$ cat config.mk
export PLATFORM = sky130hd
export DESIGN_NAME = matmul_engine
export DESIGN_NICKNAME = d
export VERILOG_FILES = /design/src/rtl/matmul_pkg.sv /design/src/rtl/matmul_engine_mac_pipe.sv /design/src/rtl/matmul_engine.sv
export SDC_FILE = /design/constraint.sdc
export NUM_CORES = 1
export LEC_CHECK = 0
export ABC_AREA = 1
export CAP_MARGIN = 20
export CORE_MARGIN = 2
export CORE_UTILIZATION = 50
export DETAILED_ROUTE_END_ITERATION = 8
export GPL_TIMING_DRIVEN = 0
export PLACE_DENSITY = 0.7
export SYNTH_ARGS = -nofsm -noshare
export SYNTH_HDL_FRONTEND = slang
export SYNTH_SLANG_ARGS = --single-unit
$ cat constraint.sdc
create_clock -name clk -period 5.07 [get_ports clk]
set_input_delay 1.521 -clock clk [delete_from_list [all_inputs] [get_ports clk]]
set_output_delay 1.521 -clock clk [all_outputs]
set_load 0.005 [all_outputs]
$ cat src/rtl/matmul_pkg.sv
// Shared types, pipeline constants and arithmetic helpers for the matrix-multiply engine.
package matmul_pkg;

    typedef enum logic [1:0] {
        IDLE  = 2'd0,
        RUN   = 2'd1,
        DRAIN = 2'd2,
        DONE  = 2'd3
    } state_t;

    // issue -> read data -> product -> accumulate
    localparam int PIPE_LAT = 3;

    // Wide enough to hold any accumulator after sign/zero extension.
    localparam int SAT_W = 128;

    typedef struct packed {
        logic hi;
        logic lo;
    } clip_t;

    function automatic bit acc_width_ok(input int n, input int data_w, input int acc_w);
        return acc_w >= 2 * data_w + $clog2(n);
    endfunction

    function automatic clip_t clamp_signed(input logic signed [SAT_W-1:0] v, input int out_w);
        logic signed [SAT_W-1:0] hi;
        logic signed [SAT_W-1:0] lo;
        clip_t r;
        hi   = (SAT_W'(1) << (out_w - 1)) - SAT_W'(1);
        lo   = ~hi;
        r.hi = v > hi;
        r.lo = v < lo;
        return r;
    endfunction

    function automatic clip_t clamp_unsigned(input logic [SAT_W-1:0] v, input int out_w);
        logic [SAT_W-1:0] hi;
        clip_t r;
        hi   = (SAT_W'(1) << out_w) - SAT_W'(1);
        r.hi = v > hi;
        r.lo = 1'b0;
        return r;
    endfunction

endpackage

$ cat src/rtl/matmul_engine_mac_pipe.sv
// Two-stage MAC: registered full-width product, then load (first term) or accumulate.
module mac_pipe #(
    parameter int DATA_W = 16,
    parameter int ACC_W  = 40,
    parameter int SIGNED = 1
) (
    input  logic              clk,
    input  logic              reset_n,
    input  logic              in_valid,
    input  logic              in_first,
    input  logic [DATA_W-1:0] a,
    input  logic [DATA_W-1:0] b,
    output logic [ACC_W-1:0]  acc
);
    localparam int PROD_W = 2 * DATA_W;

    logic              a_sx, b_sx, p_sx;
    logic [PROD_W-1:0] a_ext, b_ext;
    logic [PROD_W-1:0] prod_reg;
    logic              prod_valid_reg, prod_first_reg;
    logic [ACC_W-1:0]  prod_acc;
    logic [ACC_W-1:0]  acc_reg;

    // Extending both operands to the product width gives the correct signed low half.
    assign a_sx     = (SIGNED != 0) && a[DATA_W-1];
    assign b_sx     = (SIGNED != 0) && b[DATA_W-1];
    assign a_ext    = {{DATA_W{a_sx}}, a};
    assign b_ext    = {{DATA_W{b_sx}}, b};
    assign p_sx     = (SIGNED != 0) && prod_reg[PROD_W-1];
    assign prod_acc = {{(ACC_W - PROD_W){p_sx}}, prod_reg};

    always_ff @(posedge clk or negedge reset_n) begin
        if (!reset_n) begin
            prod_reg       <= '0;
            prod_valid_reg <= 1'b0;
            prod_first_reg <= 1'b0;
            acc_reg        <= '0;
        end else begin
            prod_reg       <= a_ext * b_ext;
            prod_valid_reg <= in_valid;
            prod_first_reg <= in_first;
            if (prod_valid_reg) begin
                acc_reg <= prod_first_reg ? prod_acc : acc_reg + prod_acc;
            end
        end
    end

    assign acc = acc_reg;

endmodule

$ cat src/rtl/matmul_engine.sv
// N x N matrix multiply R = A x B: one read pair per cycle, one R write per N cycles.
module matmul_engine
    import matmul_pkg::*;
#(
    parameter int N      = 4,
    parameter int DATA_W = 16,
    parameter int ACC_W  = 40,
    parameter int OUT_W  = 32,
    parameter int SIGNED = 1,
    parameter int ADDR_W = $clog2(N * N)
) (
    input  logic              clk,
    input  logic              reset_n,
    input  logic              start,
    input  logic              sat_en,
    output logic              busy,
    output logic              done,
    output logic              ovf,
    output logic              a_rd_en,
    output logic [ADDR_W-1:0] a_addr,
    input  logic [DATA_W-1:0] a_rdata,
    output logic              b_rd_en,
    output logic [ADDR_W-1:0] b_addr,
    input  logic [DATA_W-1:0] b_rdata,
    output logic              r_we,
    output logic [ADDR_W-1:0] r_addr,
    output logic [OUT_W-1:0]  r_wdata
);
    localparam int              IDX_W      = $clog2(N);
    localparam logic [IDX_W-1:0] LAST      = IDX_W'(N - 1);
    localparam int              DRAIN_W    = $clog2(PIPE_LAT);
    localparam logic [DRAIN_W-1:0] DRAIN_LAST = DRAIN_W'(PIPE_LAT - 1);

    generate
        if (!acc_width_ok(N, DATA_W, ACC_W)) begin : g_bad_acc_w
            $error("ACC_W too narrow for N and DATA_W");
        end
        if (OUT_W > ACC_W) begin : g_bad_out_w
            $error("OUT_W must not exceed ACC_W");
        end
    endgenerate

    state_t             state_reg;
    logic [IDX_W-1:0]   i_reg, j_reg, k_reg;
    logic [DRAIN_W-1:0] drain_reg;
    logic               busy_reg, done_reg, ovf_reg, sat_en_reg;
    logic               issue, issue_last;
    logic [ADDR_W-1:0]  issue_r_addr;

    // Per-element tags ride alongside the MAC pipeline; only the k=N-1 term carries an address.
    logic               vld0_reg, fst0_reg;
    logic               lst_reg  [PIPE_LAT];
    logic [ADDR_W-1:0]  radr_reg [PIPE_LAT];

    logic [ACC_W-1:0]   acc;
    logic [SAT_W-1:0]   acc_wide;
    clip_t              clip;
    logic               clipped;
    logic [OUT_W-1:0]   conv;

    assign issue        = (state_reg == RUN);
    assign issue_last   = issue && (k_reg == LAST);
    assign a_rd_en      = issue;
    assign b_rd_en      = issue;
    assign a_addr       = ADDR_W'(i_reg) * ADDR_W'(N) + ADDR_W'(k_reg);
    assign b_addr       = ADDR_W'(k_reg) * ADDR_W'(N) + ADDR_W'(j_reg);
    assign issue_r_addr = ADDR_W'(i_reg) * ADDR_W'(N) + ADDR_W'(j_reg);

    always_ff @(posedge clk or negedge reset_n) begin
        if (!reset_n) begin
            vld0_reg    <= 1'b0;
            fst0_reg    <= 1'b0;
            lst_reg[0]  <= 1'b0;
            radr_reg[0] <= '0;
        end else begin
            vld0_reg    <= issue;
            fst0_reg    <= issue && (k_reg == '0);
            lst_reg[0]  <= issue_last;
            radr_reg[0] <= issue_last ? issue_r_addr : '0;
        end
    end

    generate
        for (genvar gi = 1; gi < PIPE_LAT; gi++) begin : g_tag
            always_ff @(posedge clk or negedge reset_n) begin
                if (!reset_n) begin
                    lst_reg[gi]  <= 1'b0;
                    radr_reg[gi] <= '0;
                end else begin
                    lst_reg[gi]  <= lst_reg[gi-1];
                    radr_reg[gi] <= radr_reg[gi-1];
                end
            end
        end
    endgenerate

    mac_pipe #(
        .DATA_W (DATA_W),
        .ACC_W  (ACC_W),
        .SIGNED (SIGNED)
    ) u_mac (
        .clk      (clk),
        .reset_n  (reset_n),
        .in_valid (vld0_reg),
        .in_first (fst0_reg),
        .a        (a_rdata),
        .b        (b_rdata),
        .acc      (acc)
    );

    always_comb begin
        acc_wide = {{(SAT_W - ACC_W){(SIGNED != 0) && acc[ACC_W-1]}}, acc};
        clip     = (SIGNED != 0) ? clamp_signed(acc_wide, OUT_W) : clamp_unsigned(acc_wide, OUT_W);
        clipped  = sat_en_reg && (clip.hi || clip.lo);
        conv     = acc[OUT_W-1:0];
        if (sat_en_reg && clip.hi) begin
            conv = (SIGNED != 0) ? {1'b0, {(OUT_W-1){1'b1}}} : '1;
        end else if (sat_en_reg && clip.lo) begin
            conv = (SIGNED != 0) ? {1'b1, {(OUT_W-1){1'b0}}} : '0;
        end
    end

    assign r_we    = lst_reg[PIPE_LAT-1];
    assign r_addr  = radr_reg[PIPE_LAT-1];
    assign r_wdata = r_we ? conv : '0;

    always_ff @(posedge clk or negedge reset_n) begin
        if (!reset_n) begin
            state_reg  <= IDLE;
            i_reg      <= '0;
            j_reg      <= '0;
            k_reg      <= '0;
            drain_reg  <= '0;
            busy_reg   <= 1'b0;
            done_reg   <= 1'b0;
            ovf_reg    <= 1'b0;
            sat_en_reg <= 1'b0;
        end else begin
            if (r_we && clipped) begin
                ovf_reg <= 1'b1;
            end
            case (state_reg)
                IDLE: begin
                    if (start) begin
                        state_reg  <= RUN;
                        busy_reg   <= 1'b1;
                        sat_en_reg <= sat_en;
                        ovf_reg    <= 1'b0;
                        i_reg      <= '0;
                        j_reg      <= '0;
                        k_reg      <= '0;
                    end
                end
                RUN: begin
                    k_reg <= k_reg + 1'b1;
                    if (k_reg == LAST) begin
                        k_reg <= '0;
                        j_reg <= j_reg + 1'b1;
                        if (j_reg == LAST) begin
                            j_reg <= '0;
                            i_reg <= i_reg + 1'b1;
                            if (i_reg == LAST) begin
                                i_reg     <= '0;
                                drain_reg <= '0;
                                state_reg <= DRAIN;
                            end
                        end
                    end
                end
                DRAIN: begin
                    drain_reg <= drain_reg + 1'b1;
                    if (drain_reg == DRAIN_LAST) begin
                        state_reg <= DONE;
                        busy_reg  <= 1'b0;
                        done_reg  <= 1'b1;
                    end
                end
                DONE: begin
                    done_reg  <= 1'b0;
                    state_reg <= IDLE;
                end
                default: state_reg <= IDLE;
            endcase
        end
    end

    assign busy = busy_reg;
    assign done = done_reg;
    assign ovf  = ovf_reg;

endmodule
Yosys cells after proc, flatten, opt, wreduce, memory -nomap -nowiden:

Index checks and enable logic that the tools add are counted.

* output and inout port bits: 50
* logic and storage cells: 98
* input port bits: 36
* flip-flop bits (word level): 105

* add/subtract/negate cells: 8
* reductions and logical operators: 21
* $lt $le $gt $ge: 2
* $mul: 1
* eq/ne operators: 12
* multiplexer cells: 33

Operators by type and width (count)
* 32-bit two-way mux: 3
* 40-bit adder: 1
* 40-bit by 32-bit > comparator with 1-bit output, second input constant: 1
* 40-bit by 32-bit < comparator with 1-bit output, second input constant: 1
* 40-bit two-way mux: 1
* 16-bit by 16-bit multiplier with 32-bit output: 1
* 2-bit two-way mux: 15
* 2-bit case mux with 2 select lines: 4
* 4-bit by 2-bit adder with 4-bit output: 3
* 2-bit equality test, second input constant: 6
* 2-bit by 1-bit adder with 2-bit output, second input constant: 4
* 2-bit case mux with 4 select lines: 1
* 4-bit AND reduction: 2
* 2-bit nonzero test: 4
* 1-bit logical AND: 6
* 1-bit two-way mux: 6
* 2-bit by 1-bit != test with 1-bit output, second input constant: 3
* 2-bit AND reduction: 3
* 3-bit AND reduction: 2
* 5-bit AND reduction: 1
* 2-bit logical NOT: 2
* 4-bit two-way mux: 1
* 2-bit != test, second input constant: 2
* 1-bit case mux with 2 select lines: 2
* other kinds (2): 2

Logic depth before layout (Yosys ltp):

Gate-level depths: netlist of run 1.

* depth after elaboration: 7
* mapped depth: 24
* depth with buffers taken out: 22

Cells and area by module:

A second synthesis of run 1 with hierarchy kept.

* cell total of the unflattened synthesis: 2387
* area, all modules: 17874.6 um^2

Modules (own cells, without submodules)
* mac_pipe: seq. area each 1851.8 um^2, cells each 2179, area each 16056.6 um^2, times used 1
* matmul_engine: seq. area each 775.7 um^2, cells each 208, area each 1818.0 um^2, times used 1

Least setup slack after synthesis of run 1:

Ideal clock, no wire load.

* path kind: input port to flip-flop
* start point: input port a_rdata[5]
* end point: register u_mac.prod_reg[19]
* arrival: 6.587 ns
* library setup time: 0.127 ns
* slack: -1.644 ns
* buffers on the path: 2
* data required time: 4.943 ns
* stages on the path: 21
* cells stage by stage: clkbuf_1 -> clkbuf_1 -> nand2_1 -> fa_1 -> inv_1 -> fa_1 -> inv_1 -> fa_1 -> inv_1 -> fa_1 -> fa_1 -> inv_1 -> fa_1 -> inv_1 -> ha_1 -> a21oi_1 -> o21ai_0 -> o21bai_1 -> a21oi_1 -> o21ai_1 -> xor2_1

* longest elaborated chain between the ends: 1

RTL lines
* start, declared: RTL line matmul_engine.sv:21 `input logic [DATA_W-1:0] a_rdata,`
* 16-bit by 16-bit multiplier with 32-bit output: RTL line matmul_engine_mac_pipe.sv:39 `prod_reg <= a_ext * b_ext;`
* end signal, assigned: RTL line matmul_engine_mac_pipe.sv:39
* end, declared: RTL line matmul_engine_mac_pipe.sv:19 `logic [PROD_W-1:0] prod_reg;`

Every way passes these cells.
A chain may end at the register's enable or synchronous reset.

Worst setup path in the final report of run 1:

* start point: input port a_rdata[15]
* end point: register u_mac.prod_reg[31]

The elaborated chain is that of the path after synthesis.

==> results of run 1 <==
[final timing paths]
path | to | slack (ns) | depth (start not counted)
worst min register to register | radr_reg[7]$_DFF_PN0_ | 0.36 | 0
worst min-delay path | radr_reg[7]$_DFF_PN0_ | 0.36 | 0
max in group asynchronous | fst0_reg$_DFF_PN0_ | 3.17 | 2
worst max-delay path | u_mac.prod_reg[31]$_DFF_PN0_ | -1.26 | 22
worst max register to register | u_mac.acc[26]$_DFFE_PN0P_ | 2.36 | 15
min in group asynchronous | u_mac.acc[10]$_DFFE_PN0P_ | 1.14 | 1
[worst max-delay path, stage by stage]
cell and delay (ns):
buf_12 0.13, clkbuf_16 0.16, nand2_4 0.05, inv_2 0.04
fa_2 0.62, fa_2 0.51, buf_4 0.17, fa_1 0.47
inv_1 0.05, fa_1 0.53, inv_1 0.05, fa_1 0.45
fa_1 0.54, ha_4 0.23, nand2_1 0.08, nand2_2 0.06
a21oi_2 0.13, nor2_1 0.08, a211oi_2 0.29, o21ai_1 0.13
a21oi_2 0.19, xnor2_1 0.08
[routing by layer]
layer	GRT usage	up-vias	routed length [um]
met5	0	-	0
met4	0.152	0	2950
met3	0.0269	147	2710
met2	0.556	531	27800
met1	0.382	7661	22500
li1	-	7379	-
[through the flow]
step           cell area [um^2]  hold slack, ns  TNS, ns
2_1_floorplan             18600           0.331   -20.57
3_3_place_gp              19800           0.332  -227.29
3_5_place_dp              19800           0.335   -53.74
4_1_cts                   21400           0.355   -22.15
5_1_grt                   22200           0.363   -26.02
6_report                  22200           0.355   -22.69
[area by class of cell]
type                    count  area [um^2]
multi-input cells        1614        13700
fillers                  2925        12500
flip-flops and latches    105         2630
inverters                 555         2100
repair buffers            159         1590
plain buffers              89         1240
well taps                 455          569
clock buffers               9          225
clock inverters             7         91.3
[cells by family (layout without fill, tap and decap cells)]
logic type / after synthesis / count (layout) / share of synthesized area
DFF: 105 / 105 / 0.149
buffers and inverters: 644 / 819 / 0.141
AOI/OAI and AO/OA: 239 / 239 / 0.0766
adders and majority gates: 393 / 393 / 0.391
and+or+nand+nor: 930 / 930 / 0.217
xor gates and xnor gates: 52 / 52 / 0.0259
[repair_timing]
item	4_1_cts	5_1_grt
pin swaps	81	111
gates resized for setup	185	142
buffers inserted	54	41
endpoints found under the setup margin	26	25
hold buffers	0	0
gates cloned	4	1
[cell usage in the layout (no fill, tap or decap), types with 23 or more instances in the layout]
master / Yosys / final
fa_1: 263 / 235
a21oi_1: 117 / 92
nand3_1: 72 / 60
clkdlybuf4s50_1: 0 / 52
ha_4: 0 / 24
inv_2: 2 / 42
fa_2: 0 / 28
nand2_4: 1 / 23
o21ai_0: 58 / 44
clkbuf_16: 0 / 34
buf_6: 1 / 24
nand2_1: 626 / 576
ha_1: 130 / 104
buf_4: 9 / 76
nor2_1: 158 / 141
inv_1: 552 / 506
nand2_2: 15 / 41
xor2_1: 28 / 27
dfrtp_1: 105 / 105
==> flow_summary.yaml, run 1 <==
critical_path:
  cp.arrival_ns: 6.57
  r2r-start: "u_mac.acc[0]$_DFFE_PN0P_"
  worstSetupPathType: "input pin to register"
  path_max_fanout: 8
  cp-end-kind: "register"
  cp-startpoint: "a_rdata[15]"
  worstPathRequired_ns: 5.31
  cp-start-kind: "input pin"
die:
  die_h_um: 192
  pin_count: 86
  initial_core_util: 0.509
  die-area_mm2: 0.0367
  die_w_um: 192
  fp-row-count: 68
  core_mm2: 0.0346
timing:
  drv_slew: 0
  hold_viol: 0
  rsz0062_at_grt: "true"
  worstMarginPinSlew_ns: 0.988
  finalCriticalPeriod_ns: 6.33
  max_freq_mhz: 158
  relSlewSlack: 0.338
  setup_ws_ns: -1.26
  fin_skew_ns: 0.0155
  setup_viol: 24
  period_share: 1.25
cts:
  insertion_delay_ns: 0.37
  cts_tree: "done"
  clk_path_buf_depth: 2
  h-tree-depth: 3
  cts_root_buffer: "clkbuf_16"
  numCtsBuffers: 9
  cts.sinks: 105
  clk_pin_slew_ns: 0.09
drt:
  drtIter0Drc: 894
  routedWlPerCell_um: 18.7
  ant_nets: 0
  drc: 0
  dr.pass1.iters: 6
  routed_wl_um: 56000
  vias_per_cell: 5.25
  num_vias: 15700
synthesis:
  ys_async_sr_fraction: 1.00
  syn_nets: 2792
  synth_most_common_cell: "nand2_1"
  yosysWarnings: 0
  synth.largest_area_cell: "fa_1"
  synth_edf_count: 0
  ys_seq_area_frac: 0.149
  yosys-top-cells-count: "nand2_1 (626), inv_1 (552), fa_1 (263)"
  syn_inst: 2363
  ys_ff_latch: 105
  syn_area_mm2: 0.0176
  synth_area_leaders: "fa_1 (30%), dfrtp_1 (15%), nand2_1 (13%), inv_1 (12%), ha_1 (9.2%)"
  synth_cell_types: 47
  synth-main-ff-cell: "dfrtp_1"
  synth_top_area_share: 0.299
  syn_avg_cell_area_um2: 7.45
placement:
  dp_slack_ns: -2.81
  dpl.cell_count: 2878
  hpwlAfterDp_um: 45400
  gp_congestion: 0.983
  port-buffer-count: 59
global_route:
  grt_usage: 0.312
  grt_pass1_wl_um: 86800
  first_global_vias: 16400
  grt_max_degree: 68
  antenna_found_initial: 0
  grt-ovfl-total: 0
finish:
  diodes: 0
  nets: 2962
  area_growth_pct: 25.9
  largest_register_ffs: 40
  drive_gt1_frac: 0.188
  final_util: 0.640
  fin_cells: 2993
min_path:
  hp-class: "register to register"
  hp-start: "radr_reg[11]$_DFF_PN0_"
run_status:
  violations: "setup timing"
  outcome: "finished with violations"
flow_run:
  drv_cap: 0
Power of run 1 is not shown: default switching activity piles up to over one toggle a cycle in this logic, so the estimate is an artifact.
==> inputs of run 2 (changes only) <==
Settings changed: PLACE_DENSITY 0.7 to 0.73.
Clock period 5.07 ns to 5.1 ns, I/O delays scaled along.
==> run 2 against run 1 <==
Effect of this change:
- the run still ends with setup timing left
- register-to-register slack gained 0.07 ns
- routed wire length is essentially flat
- flip-flop and latch count unchanged
- die area stayed put
- hold slack worse by 0.0026 ns
- via count rose by 1.0%
- cell count up 0.53%
- critical path depth up 2
- clock skew decreased by 0.0055 ns
- worst setup slack improved by 0.074 ns
- critical path type unchanged
- highest routed layer unchanged
==> flow_summary.yaml, run 2 (synthesis results as in run 1) <==
run_status:
  violations: "setup timing"
  outcome: "finished with violations"
finish:
  largest_register_ffs: 40
  mostFrequentLayoutCell: "nand2_1"
  fill_cells: 2888
  diodes: 0
  nets: 2978
  final_cell_mix: "nand2_1 (557), inv_1 (492), fa_1 (236)"
  area_growth_pct: 26.8
  drive_gt1_frac: 0.206
  fin_area_mm2: 0.0223
cts:
  cts.sinks: 105
  cts_root_buffer: "clkbuf_16"
  numCtsBuffers: 9
  hold_buffers: 0
  clk_pin_slew_ns: 0.09
  cts_tree: "done"
  insertion_delay_ns: 0.37
  h-tree-depth: 3
  clk_path_buf_depth: 2
critical_path:
  cp-startpoint: "b_rdata[6]"
  reg2reg_setup_slack_ns: 2.43
  cp-start-kind: "input pin"
  r2r-end: "u_mac.acc[28]$_DFFE_PN0P_"
  r2r-start: "u_mac.acc[0]$_DFFE_PN0P_"
  path_max_fanout: 5
  worstSetupPathType: "input pin to register"
  cp.arrival_ns: 6.54
  worstPathRequired_ns: 5.36
  cp-end-kind: "register"
  rr_worst_depth: 14
drt:
  routed_wl_um: 56100
  wl_met3_um: 2920
  drt-met1-wl_um: 22100
  vias_per_cell: 5.28
  dr.pass1.iters: 6
  drc: 0
  maxUsedRoutingLayer: "met4"
  ant_nets: 0
  routedWlPerCell_um: 18.6
  num_vias: 15900
  drtIter0Drc: 945
  met2_length_um: 28100
placement:
  dp_slack_ns: -2.67
  dpl-instance-area_mm2: 0.0198
  hpwlAfterDp_um: 44100
  port-buffer-count: 59
  gp_congestion: 0.995
timing:
  max_freq_mhz: 159
  worstMarginPinSlew_ns: 0.959
  fin_skew_ns: 0.0100
  setup_ws_ns: -1.18
  relSlewSlack: 0.358
  period_share: 1.23
  finalCriticalPeriod_ns: 6.28
  drv_slew: 0
  setup_viol: 24
  hold_viol: 0
  rsz0062_at_grt: "true"
min_path:
  hold_depth: 0
  min_to: "lst_reg[1]$_DFF_PN0_"
  hp-class: "register to register"
  hp-start: "lst_reg[2]$_DFF_PN0_"
die:
  die_w_um: 192
  die_h_um: 192
  initial_core_util: 0.509
  pin_count: 86
  die-area_mm2: 0.0367
  fp-row-count: 68
  core_mm2: 0.0346
global_route:
  antenna_found_initial: 0
  grt_pass1_wl_um: 85100
  first_global_vias: 16200
  grt-ovfl-total: 0
  grt_usage: 0.304
  grt_max_degree: 65
flow_run:
  drv_cap: 0
-- run 2: changes by cell type in the layout (fill, tap and decap cells not counted), sizes merged --
| cell | change |
|---|---|
| buf | +13 |
| clkbuf | +3 |
| clkinv | -2 |
| inv | +2 |
-- run 2: how the worst max path moves through the flow --
stage               slack, ns                           end  cells past startpoint
floorplan               -1.09  u_mac.prod_reg[22]$_DFF_PN0_                     22
global route            -1.35  u_mac.prod_reg[22]$_DFF_PN0_                     22
detailed placement      -2.67  u_mac.prod_reg[31]$_DFF_PN0_                     17
finish                  -1.18  u_mac.prod_reg[22]$_DFF_PN0_                     24
CTS                     -1.16  u_mac.prod_reg[31]$_DFF_PN0_                     19
global placement        -2.62  u_mac.prod_reg[22]$_DFF_PN0_                     20
-- run 2: worst max-delay path, stage by stage --
cell,delay [ns]
clkbuf_16,0.13
clkbuf_16,0.16
buf_8,0.13
nand2_4,0.05
inv_2,0.04
fa_1,0.54
inv_1,0.05
fa_1,0.47
fa_2,0.54
inv_2,0.04
fa_2,0.45
fa_1,0.51
inv_2,0.04
fa_1,0.48
inv_2,0.05
ha_4,0.27
buf_6,0.13
a21oi_4,0.17
o21ai_2,0.09
a31oi_4,0.23
nand3_4,0.15
nand2_1,0.08
nand2_1,0.06
xor2_1,0.16
-- run 2: layer usage --
metal / vias to the layer above / GRT usage
li1: 7410 / -
met5: - / 0
met3: 166 / 0.0216
met1: 7699 / 0.372
met4: 0 / 0.155
met2: 602 / 0.541
-- run 2: layout make-up --
type | instances | area [um^2] | share of cell area
Buffer | 89 | 1270 | 0.0571
Clock buffer | 9 | 225 | 0.0101
Clock inverter | 7 | 88.8 | 0.00398
Inverter | 555 | 2100 | 0.0940
Multi-Input combinational cell | 1614 | 13800 | 0.618
Sequential cell | 105 | 2630 | 0.118
Tap cell | 455 | 569 | 0.0255
Timing Repair Buffer | 175 | 1640 | 0.0736
-- run 2: what timing repair did --
item / in CTS / in global routing
resized for setup: 221 / 142
cloned: 3 / 5
endpoints found under the setup margin: 26 / 25
pin swaps: 63 / 118
buffers inserted: 51 / 60
-- run 2: through the flow --
stage | cells | utilization | TNS (ns) | hold slack [ns]
2_1_floorplan | 2363 | - | -20.07 | 0.331
6_report | 3009 | 0.645 | -22.24 | 0.353
3_5_place_dp | 2878 | 0.573 | -52.64 | 0.335
5_1_grt | 3009 | 0.645 | -25.04 | 0.365
3_3_place_gp | 2877 | 0.572 | -208.92 | 0.331
4_1_cts | 2948 | 0.620 | -19.81 | 0.355
Power of run 2 is left out for the same reason.
==> inputs of run 3 (changes only) <==
Settings changed: CAP_MARGIN 20 to 10, PLACE_DENSITY 0.73 to 0.65.
Clock period 5.1 ns to 6.78 ns, I/O delays scaled along.
==> run 3 against run 2 <==
Effect of this change:
- the flow still finishes with violations (setup timing)
- first-iteration DRC count increased by 3.8%
- global-route usage decreased by 1.2 points
- cell area decreased by 4.8%
- routed wire length decreased by 5.7%
- core utilization decreased by 3.1 points
- critical path depth decreased by 6
- clock skew increased by 0.0025 ns
- cell count decreased by 1.7%
- critical path type unchanged
- critical endpoint is now u_mac.prod_reg[31]$_DFF_PN0_
- largest cell class unchanged
==> flow_summary.yaml, run 3 (synthesis results as in run 1) <==
run_status:
  outcome: "finished with violations"
  violations: "setup timing"
drt:
  drc: 0
  routed_wl_um: 52900
  drtIter0Drc: 981
  dr.pass1.iters: 6
  vias_per_cell: 5.19
  ant_nets: 0
  num_vias: 15400
  routedWlPerCell_um: 17.9
timing:
  setup_viol: 4
  setup_ws_ns: -0.0602
  rsz0062_at_grt: "true"
  max_freq_mhz: 146
  drv_slew: 0
  relSlewSlack: 0.339
  fin_skew_ns: 0.0125
  hold_viol: 0
  period_share: 1.01
  worstMarginPinSlew_ns: 0.987
  finalCriticalPeriod_ns: 6.84
cts:
  numCtsBuffers: 9
  clk_pin_slew_ns: 0.08
  cts_root_buffer: "clkbuf_16"
  insertion_delay_ns: 0.36
  clk_path_buf_depth: 2
  h-tree-depth: 3
  cts.sinks: 105
  cts_tree: "done"
die:
  pin_count: 86
  initial_core_util: 0.509
  fp-row-count: 68
  core_mm2: 0.0346
  die_w_um: 192
  die-area_mm2: 0.0367
  die_h_um: 192
flow_run:
  drv_cap: 0
critical_path:
  slowest_stage: "fa_2"
  path_cells: "buf_8 > clkbuf_16 > nand2_2 > inv_2 > fa_2 > fa_2 > buf_4 > fa_1 > fa_1 > fa_1 > fa_1 > ha_4 > a21oi_2 > o21ai_2 > a211oi_2 > o21ai_1 > a21oi_2 > xnor2_1"
  path_depth: 18
  critPathBufInv: 4
  cp-start-kind: "input pin"
  cp-end-kind: "register"
  rr_worst_depth: 15
  cp.arrival_ns: 7.12
  critical-path-max-stage-delay_ns: 0.61
  path_common_cell: "fa_1"
  worstPathRequired_ns: 7.06
  path_max_fanout: 8
  worstSetupPathType: "input pin to register"
  cp_top_family: "adder cells"
finish:
  nets: 2928
  diodes: 0
  largest_register_ffs: 40
  mostFrequentLayoutCell: "nand2_1"
  fin_cells: 2959
  area_growth_pct: 20.7
  drive_gt1_frac: 0.141
  final_util: 0.614
  final_cell_mix: "nand2_1 (600), inv_1 (531), fa_1 (249)"
  fill_cells: 3078
global_route:
  grt_pass1_wl_um: 82000
  grt-ovfl-total: 0
  grt_usage: 0.292
  antenna_found_initial: 0
  grt_max_degree: 72
  first_global_vias: 15500
placement:
  hpwlAfterDp_um: 44000
  gp_congestion: 1.03
  port-buffer-count: 59
  dpl.cell_count: 2878
min_path:
  hold_depth: 0
  hp-class: "register to register"
run 3: changes by cell type in the layout (fill, tap and decap cells not counted), moves of 7 or more:
| cell | previous run | this run |
|---|---|---|
| clkbuf_16 | 38 | 26 |
| buf_4 | 91 | 63 |
| inv_1 | 492 | 531 |
| fa_1 | 236 | 249 |
| buf_12 | 2 | 9 |
| buf_6 | 33 | 10 |
| inv_2 | 57 | 20 |
| nand2_4 | 27 | 9 |
| nand2_2 | 57 | 33 |
| nand2_1 | 557 | 600 |
| fa_2 | 27 | 14 |
| buf_8 | 12 | 21 |
run 3: cell type report:
| type | instances | area, um^2 | area share |
|---|---|---|---|
| multi-input cells | 1614 | 13300 | 0.624 |
| well taps | 455 | 569 | 0.0268 |
| repair buffers | 126 | 1280 | 0.0600 |
| clock inverters | 7 | 108 | 0.00506 |
| flip-flops and latches | 105 | 2630 | 0.124 |
| plain buffers | 88 | 1090 | 0.0513 |
| inverters | 555 | 2090 | 0.0983 |
| clock buffers | 9 | 225 | 0.0106 |
run 3: repair_timing:
| item | CTS | global route |
|---|---|---|
| endpoints found under the setup margin | 22 | 17 |
| pin swaps | 44 | 57 |
| cloned | 0 | 10 |
| hold buffers | 0 | 0 |
| gates resized for setup | 130 | 139 |
| buffers inserted | 12 | 44 |
run 3: through the flow:
stage                     setup slack (ns)  TNS [ns]  hold WS (ns)  cell area (um^2)
after floorplan                    0.00358         0         0.331             18300
after global placement               -1.62    -58.27         0.332             19400
after detailed placement             -1.66    -25.92         0.335             19400
after CTS                          -0.0330   -0.0330         0.348             20300
after global routing                -0.186     -1.15         0.350             21300
final                              -0.0602    -0.123         0.350             21300
run 3: final timing paths:
| check | from | end | slack, ns |
|---|---|---|---|
| max | a_rdata[15] | u_mac.prod_reg[31]$_DFF_PN0_ | -0.06 |
| min | radr_reg[11]$_DFF_PN0_ | radr_reg[7]$_DFF_PN0_ | 0.35 |
| max reg2reg | u_mac.acc[0]$_DFFE_PN0P_ | u_mac.acc[26]$_DFFE_PN0P_ | 4.09 |
| min reg2reg | radr_reg[11]$_DFF_PN0_ | radr_reg[7]$_DFF_PN0_ | 0.35 |
| max in group asynchronous | reset_n | radr_reg[11]$_DFF_PN0_ | 4.45 |
| min in group asynchronous | reset_n | u_mac.acc[11]$_DFFE_PN0P_ | 1.61 |
run 3: layer usage:
| metal | routed length (um) | GRT usage | vias up | share of wire |
|---|---|---|---|---|
| met4 | 2580 | 0.121 | 0 | 0.049 |
| li1 | - | - | 7304 | - |
| met1 | 21800 | 0.371 | 7449 | 0.41 |
| met5 | 0 | 0 | - | 0 |
| met3 | 2520 | 0.0227 | 125 | 0.048 |
| met2 | 26000 | 0.515 | 483 | 0.49 |
Power of run 3 is left out for the same reason.
